**src/rtl/wordle_pkg.sv**
```systemverilog
// ---------------------------------------------------------------------------
// wordle_pkg
// Shared constants and types for the guess entry path.
//   LETTER_W   : width of a letter code (1..26 = 'a'..'z', 0 = empty slot)
//   WORD_LEN   : letters per guess
//   ADDR_W     : slot address width, matches the 3-to-8 slot decoder input
//   LETTER_MIN : lowest legal letter code
//   LETTER_MAX : highest legal letter code
//   state_t    : controller state encodings
// ---------------------------------------------------------------------------
package wordle_pkg;

    localparam int LETTER_W   = 5;
    localparam int WORD_LEN   = 5;
    localparam int ADDR_W     = 3;
    localparam int LETTER_MIN = 1;
    localparam int LETTER_MAX = 26;

    typedef enum logic [1:0] {
        ST_ENTRY  = 2'd0,
        ST_SUBMIT = 2'd1,
        ST_CLEAR  = 2'd2
    } state_t;

    // True when a key code names a real letter rather than empty/unused codes
    function automatic logic letter_in_range(input logic [LETTER_W-1:0] code);
        return (code >= LETTER_W'(LETTER_MIN)) && (code <= LETTER_W'(LETTER_MAX));
    endfunction

endpackage

```
**src/rtl/slot_ptr.sv**
```systemverilog
// ---------------------------------------------------------------------------
// slot_ptr
// Write pointer over the letter slots: an up/down counter that never wraps.
// Ports:
//   clock    : rising-edge clock
//   reset_n  : asynchronous active-low clear
//   inc      : step up by one (ignored when full)
//   dec      : step down by one (ignored at zero)
//   load0    : force the pointer back to zero (highest priority)
//   value    : current pointer, 0..WORD_LEN
//   full     : value has reached WORD_LEN
// ---------------------------------------------------------------------------
module slot_ptr #(
    parameter int ADDR_W   = 3,
    parameter int WORD_LEN = 5
) (
    input  logic              clock,
    input  logic              reset_n,
    input  logic              inc,
    input  logic              dec,
    input  logic              load0,
    output logic [ADDR_W-1:0] value,
    output logic              full
);

    localparam logic [ADDR_W-1:0] FULL_VAL = ADDR_W'(WORD_LEN);

    assign full = (value == FULL_VAL);

    // Saturating counter: the caller already filters illegal steps, the
    // guards here just make the no-wrap property hold locally as well.
    always_ff @(posedge clock or negedge reset_n) begin
        if (!reset_n) begin
            value <= '0;
        end else if (load0) begin
            value <= '0;
        end else if (inc && !full) begin
            value <= value + 1'b1;
        end else if (dec && (value != '0)) begin
            value <= value - 1'b1;
        end
    end

endmodule

```
**src/rtl/guess_entry_ctrl.sv**
```systemverilog
// ---------------------------------------------------------------------------
// guess_entry_ctrl
// Keyboard-side front end of the guess path. Letter/backspace/enter events
// fill WORD_LEN shadow slots through the slot decoder; a full word on enter
// is offered to the scoring stage, after which every slot is wiped.
// Ports:
//   clock, reset_n        : clock and asynchronous active-low reset
//   key_valid, key_code   : letter key event and its code
//   key_back, key_enter   : backspace and enter events
//   key_ready             : key events are accepted (ENTRY state)
//   slot_addr, slot_wr_en : decoder address and write strobe
//   slot_data             : letter written into the addressed slot
//   count                 : letters currently held
//   reject                : one-cycle pulse for a dropped illegal event
//   guess_valid/ready     : handshake towards the scoring stage
//   guess_word            : slot i at bits [i*LETTER_W +: LETTER_W]
// ---------------------------------------------------------------------------
module guess_entry_ctrl
    import wordle_pkg::*;
(
    input  logic                         clock,
    input  logic                         reset_n,
    input  logic                         key_valid,
    input  logic [LETTER_W-1:0]          key_code,
    input  logic                         key_back,
    input  logic                         key_enter,
    output logic                         key_ready,
    output logic [ADDR_W-1:0]            slot_addr,
    output logic                         slot_wr_en,
    output logic [LETTER_W-1:0]          slot_data,
    output logic [ADDR_W-1:0]            count,
    output logic                         reject,
    output logic                         guess_valid,
    input  logic                         guess_ready,
    output logic [WORD_LEN*LETTER_W-1:0] guess_word
);

    localparam logic [ADDR_W-1:0] LAST_ADDR = ADDR_W'(WORD_LEN - 1);

    state_t                      state;
    logic [ADDR_W-1:0]           ptr;
    logic                        ptr_full;
    logic [ADDR_W-1:0]           ptr_prev;
    logic [ADDR_W-1:0]           clr_next;
    logic [WORD_LEN*LETTER_W-1:0] shadow;

    logic enter_ok, enter_bad;
    logic back_ok, back_bad;
    logic letter_ok, letter_bad;
    logic handshake;
    logic clear_last;

    slot_ptr #(
        .ADDR_W   (ADDR_W),
        .WORD_LEN (WORD_LEN)
    ) u_slot_ptr (
        .clock   (clock),
        .reset_n (reset_n),
        .inc     (letter_ok),
        .dec     (back_ok),
        .load0   (clear_last),
        .value   (ptr),
        .full    (ptr_full)
    );

    assign count      = ptr;
    assign guess_word = shadow;
    assign ptr_prev   = ptr - 1'b1;
    assign clr_next   = slot_addr + 1'b1;

    // Decode the single winning key event for this cycle. Enter beats back,
    // back beats letter; losers are silently dropped. Outside ENTRY nothing
    // is decoded, so ignored keys never raise reject.
    always_comb begin
        enter_ok   = 1'b0;
        enter_bad  = 1'b0;
        back_ok    = 1'b0;
        back_bad   = 1'b0;
        letter_ok  = 1'b0;
        letter_bad = 1'b0;
        if (state == ST_ENTRY) begin
            if (key_enter) begin
                enter_ok  = ptr_full;
                enter_bad = !ptr_full;
            end else if (key_back) begin
                back_ok  = (ptr != '0);
                back_bad = (ptr == '0);
            end else if (key_valid) begin
                letter_ok  = !ptr_full && letter_in_range(key_code);
                letter_bad = !letter_ok;
            end
        end
        handshake  = (state == ST_SUBMIT) && guess_valid && guess_ready;
        clear_last = (state == ST_CLEAR) && (slot_addr == LAST_ADDR);
    end

    // Controller FSM with registered outputs and the shadow slots. The wipe
    // reuses slot_addr as its step index: the handshake edge issues the
    // write to slot 0, and each CLEAR cycle advances until the last slot.
    always_ff @(posedge clock or negedge reset_n) begin
        if (!reset_n) begin
            state       <= ST_ENTRY;
            key_ready   <= 1'b1;
            slot_addr   <= '0;
            slot_wr_en  <= 1'b0;
            slot_data   <= '0;
            reject      <= 1'b0;
            guess_valid <= 1'b0;
            shadow      <= '0;
        end else begin
            slot_wr_en <= 1'b0;
            reject     <= enter_bad | back_bad | letter_bad;
            case (state)
                ST_ENTRY: begin
                    if (enter_ok) begin
                        state       <= ST_SUBMIT;
                        key_ready   <= 1'b0;
                        guess_valid <= 1'b1;
                    end else if (back_ok) begin
                        slot_addr  <= ptr_prev;
                        slot_data  <= '0;
                        slot_wr_en <= 1'b1;
                        shadow[int'(ptr_prev)*LETTER_W +: LETTER_W] <= '0;
                    end else if (letter_ok) begin
                        slot_addr  <= ptr;
                        slot_data  <= key_code;
                        slot_wr_en <= 1'b1;
                        shadow[int'(ptr)*LETTER_W +: LETTER_W] <= key_code;
                    end
                end
                ST_SUBMIT: begin
                    if (handshake) begin
                        state       <= ST_CLEAR;
                        guess_valid <= 1'b0;
                        slot_addr   <= '0;
                        slot_data   <= '0;
                        slot_wr_en  <= 1'b1;
                        shadow[LETTER_W-1:0] <= '0;
                    end
                end
                ST_CLEAR: begin
                    if (clear_last) begin
                        state     <= ST_ENTRY;
                        key_ready <= 1'b1;
                    end else begin
                        slot_addr  <= clr_next;
                        slot_data  <= '0;
                        slot_wr_en <= 1'b1;
                        shadow[int'(clr_next)*LETTER_W +: LETTER_W] <= '0;
                    end
                end
                default: begin
                    state       <= ST_ENTRY;
                    key_ready   <= 1'b1;
                    guess_valid <= 1'b0;
                end
            endcase
        end
    end

endmodule

```
**config.mk**
```make
export PLATFORM = sky130hd
export DESIGN_NAME = guess_entry_ctrl
export DESIGN_NICKNAME = d
export VERILOG_FILES = /design/src/rtl/wordle_pkg.sv /design/src/rtl/slot_ptr.sv /design/src/rtl/guess_entry_ctrl.sv
export SDC_FILE = /design/constraint.sdc
export NUM_CORES = 1
export LEC_CHECK = 0
export ABC_AREA = 1
export CORE_MARGIN = 4
export CORE_UTILIZATION = 56
export CTS_BUF_LIST = sky130_fd_sc_hd__clkbuf_16
export CTS_CLUSTER_SIZE = 30
export DETAILED_ROUTE_END_ITERATION = 7
export PLACE_DENSITY = 0.92
export RECOVER_POWER = 25
export SETUP_SLACK_MARGIN = 0.02
export SLEW_MARGIN = 20
export SYNTH_ARGS = -nofsm -noshare
export SYNTH_HDL_FRONTEND = slang
export SYNTH_HIERARCHICAL = 1
export SYNTH_SLANG_ARGS = --single-unit
```
**constraint.sdc**
```tcl
create_clock -name clock -period 3.9 [get_ports clock]
set_clock_uncertainty 0.2 [all_clocks]
set_input_delay 0.78 -clock clock [delete_from_list [all_inputs] [get_ports clock]]
set_output_delay 0.78 -clock clock [all_outputs]
set_load 0.005 [all_outputs]
```
==> results.py <==
metrics = {
    "timing": {
        "rsz0062_at_grt": "no",
        "worst_pin_slew_ns": 2.21,
        "min_period_ns": 2.89,
        "final_hold_viol_count": 0,
        "max_freq_ghz": 0.346,
        "relSlewSlack_pct": -47.0,
        "finalCritPeriodShare_pct": 74.1,
        "tns_ns": 0,
        "slew_violations": 43,
        "finalSetupViolCount": 0,
    },
    "critical_path": {
        "r2r-end": "guess_word[11]",
        "critPathMaxFanout": 13,
        "cp-startpoint": "u_slot_ptr/value[0]",
        "cp.required_ns": 3.87,
        "critPathCapture": "guess_word[11]",
        "crit_path_top_delay_cell": "dfrtp_1",
        "reg2reg_depth": 10,
        "rrSetupSlack_ns": 1.01,
        "worst_path_most_repeated_cell": "nand2_1",
        "worst-setup-path-type": "register to register",
        "path_cells": "inv_2, ha_1, ha_1, nand2_1, a21boi_0, nor2_1, nor2_4, nand3_2, nand2_1, nand2_1",
        "reg2reg_from": "u_slot_ptr/value[0]",
        "arrival_ns": 2.86,
        "critPathLaunchType": "register",
        "end_kind": "register",
        "max_stage_delay_ns": 0.62,
    },
    "cts": {
        "cts.clk_slew.worst_paths_ns": 0.06,
        "cts.path.max_buffers": 2,
        "ctsResizeCount": 0,
        "h-tree-depth": 2,
        "post_cts_buffers": 0,
        "cts_root_buffer": "clkbuf_16",
        "numCtsBuffers": 5,
        "cts_sinks": 42,
        "tritoncts": "done",
        "cts_hold_buf": 0,
        "clk_latency_ns": 0.28,
    },
    "synth": {
        "seq_area_frac_synth_pct": 37.1,
        "ys_types": 32,
        "syn_area_per_cell_um2": 7.45,
        "yosysWarnings": 6,
        "synth_top_flop_cell": "dfrtp_1",
        "synth_edf_count": 0,
        "netlist_area_um2": 2840,
        "syn-num-nets": 408,
        "synth_cells": 381,
        "ys_ff_latch": 42,
        "async_flop_share_pct": 100,
    },
    "power": {
        "pwr-share-comb_pct": 57.5,
        "p_leak_uw": 0.00178,
        "ir_drop_uv": 522,
        "intPower_uw": 1570,
        "p_per_area_nw_per_um2": 829,
        "clkPwrFrac_pct": 18.2,
        "sw_frac_of_total_pct": 46.6,
        "power_switching_uw": 1370,
        "seq_power_share_pct": 24.3,
    },
    "run_status": {
        "status": "finished with violations",
        "violations": "capacitance limit, slew limit",
    },
    "routing": {
        "final_antenna_net_count": 0,
        "drtIter0Drc": 305,
        "wire_per_inst_um": 14.4,
        "dr.pass1.iters": 7,
        "wirelength_mm": 7.15,
        "vias_per_cell": 5.70,
        "drc": 0,
        "vias": 2839,
    },
    "min_path": {
        "hold_class": "register to register",
    },
    "floorplanning": {
        "ios": 51,
        "fp-row-count": 25,
        "core_area_um2": 4820,
        "dieArea_um2": 6270,
        "start_util_pct": 58.9,
        "die_h_um": 79.2,
        "dieWidth_um": 79.2,
    },
    "finish": {
        "n_antenna_cell": 0,
        "drive_above_1_share_pct": 9.05,
        "post-route-util_pct": 73.8,
        "synthToLayoutAreaGrowth_pct": 25.2,
        "layout_commonest_cell": "nand2_1",
        "fin_area_um2": 3550,
        "num-nets-final": 457,
        "layout_common_cells": "nand2_1 (120), clkdlybuf4s50_1 (49), dfrtp_1 (41)",
    },
    "global_routing": {
        "grt_max_degree": 43,
        "grt_pass1_vias": 2646,
        "antenna_found_initial": 0,
        "grt_usage_pct": 24.0,
        "grt-ovfl-total": 0,
        "grt_pass1_wl_mm": 12.1,
    },
    "flow_run": {
        "drv_cap": 1,
    },
    "placement": {
        "place_area_um2": 3360,
        "port_buffers": 50,
        "dp_hpwl_mm": 5.05,
        "gp_congestion": 0.898,
    },
}
-- routing by layer --
metal	wire [µm]	global-route usage [%]
met1	2850	29.7
met2	3590	41.3
met3	487	3.40
met4	227	10.7
met5	0	0
-- worst min-delay path by stage --
stage                  start       endpoint  cells past startpoint
2_1_floorplan      key_ready      key_ready                      2
3_3_place_gp   guess_word[7]  guess_word[7]                      2
3_5_place_dp   guess_word[9]  guess_word[9]                      2
4_1_cts        guess_word[9]  guess_word[9]                      2
5_1_grt            key_ready      key_ready                      2
6_report       guess_word[9]  guess_word[9]                      2
-- worst max-delay path: cells and delay by family (launching register included) --
kind / cells / cell delay, ns
DFF: 1 / 0.62
AOI/OAI and AO/OA: 1 / 0.30
buffers and inverters: 1 / 0.17
adders and majority gates: 2 / 0.69
and+or+nand+nor: 6 / 0.79
-- flip-flops by register name, indices dropped and copies added (netlist names) --
register / cells
guess_word: 25
slot_data: 5
slot_addr: 3
u_slot_ptr/value: 3
state: 2
guess_valid: 1
key_ready: 1
reject: 1
slot_wr_en: 1
-- Yosys cell counts, types with 4 or more instances --
cell,instances,share of area (%)
dfrtp_1,41,36
nand3_2,5,1.8
buf_2,6,1.1
nor3_1,19,3.4
nor2_1,28,3.7
inv_2,4,0.53
inv_1,36,4.8
ha_1,15,6.6
nor2_4,7,2.8
nand3_1,30,5.3
nand4_1,26,5.7
nand2_1,120,16
o21ai_0,9,1.6
o21ai_1,6,1.1
-- power groups by stage --
| stage | clock network [µW] | registers [µW] | logic, µW |
|---|---|---|---|
| finish | 536 | 717 | 1690 |
| global placement | 0 | 713 | 1590 |
| detailed placement | 0 | 721 | 1640 |
| CTS | 541 | 717 | 1670 |
| floorplan | 0 | 712 | 1150 |
| global route | 568 | 742 | 1860 |
-- through the flow --
step                      cells  power (µW)  setup WS [ns]  hold WS, ns
after floorplan             381        1860           1.45        0.262
after global routing        498        3170          0.783        0.297
after global placement      490        2300           1.07        0.256
after detailed placement    490        2360          0.965        0.260
after CTS                   498        2930           1.05        0.274
final                       498        2950           1.01        0.271
-- cell families (layout without fill, tap and decap cells) --
| kind of cell | Yosys count | in the layout | share of synthesized area [%] |
|---|---|---|---|
| AOI/OAI and AO/OA | 26 | 26 | 5.42 |
| xor gates and xnor gates | 1 | 1 | 0.309 |
| adders and majority gates | 16 | 16 | 7.32 |
| buffers and inverters | 49 | 99 | 7.54 |
| DFF | 42 | 42 | 37.1 |
| and+or+nand+nor | 247 | 247 | 42.3 |
-- layout make-up --
class	count	area, µm²
inverters	40	150
repair buffers	51	502
well taps	67	83.8
clock inverters	3	68.8
multi-input cells	290	1570
flip-flops and latches	42	1050
fillers	377	1260
clock buffers	5	125
Note: power is estimated with default switching activity, not from simulation.
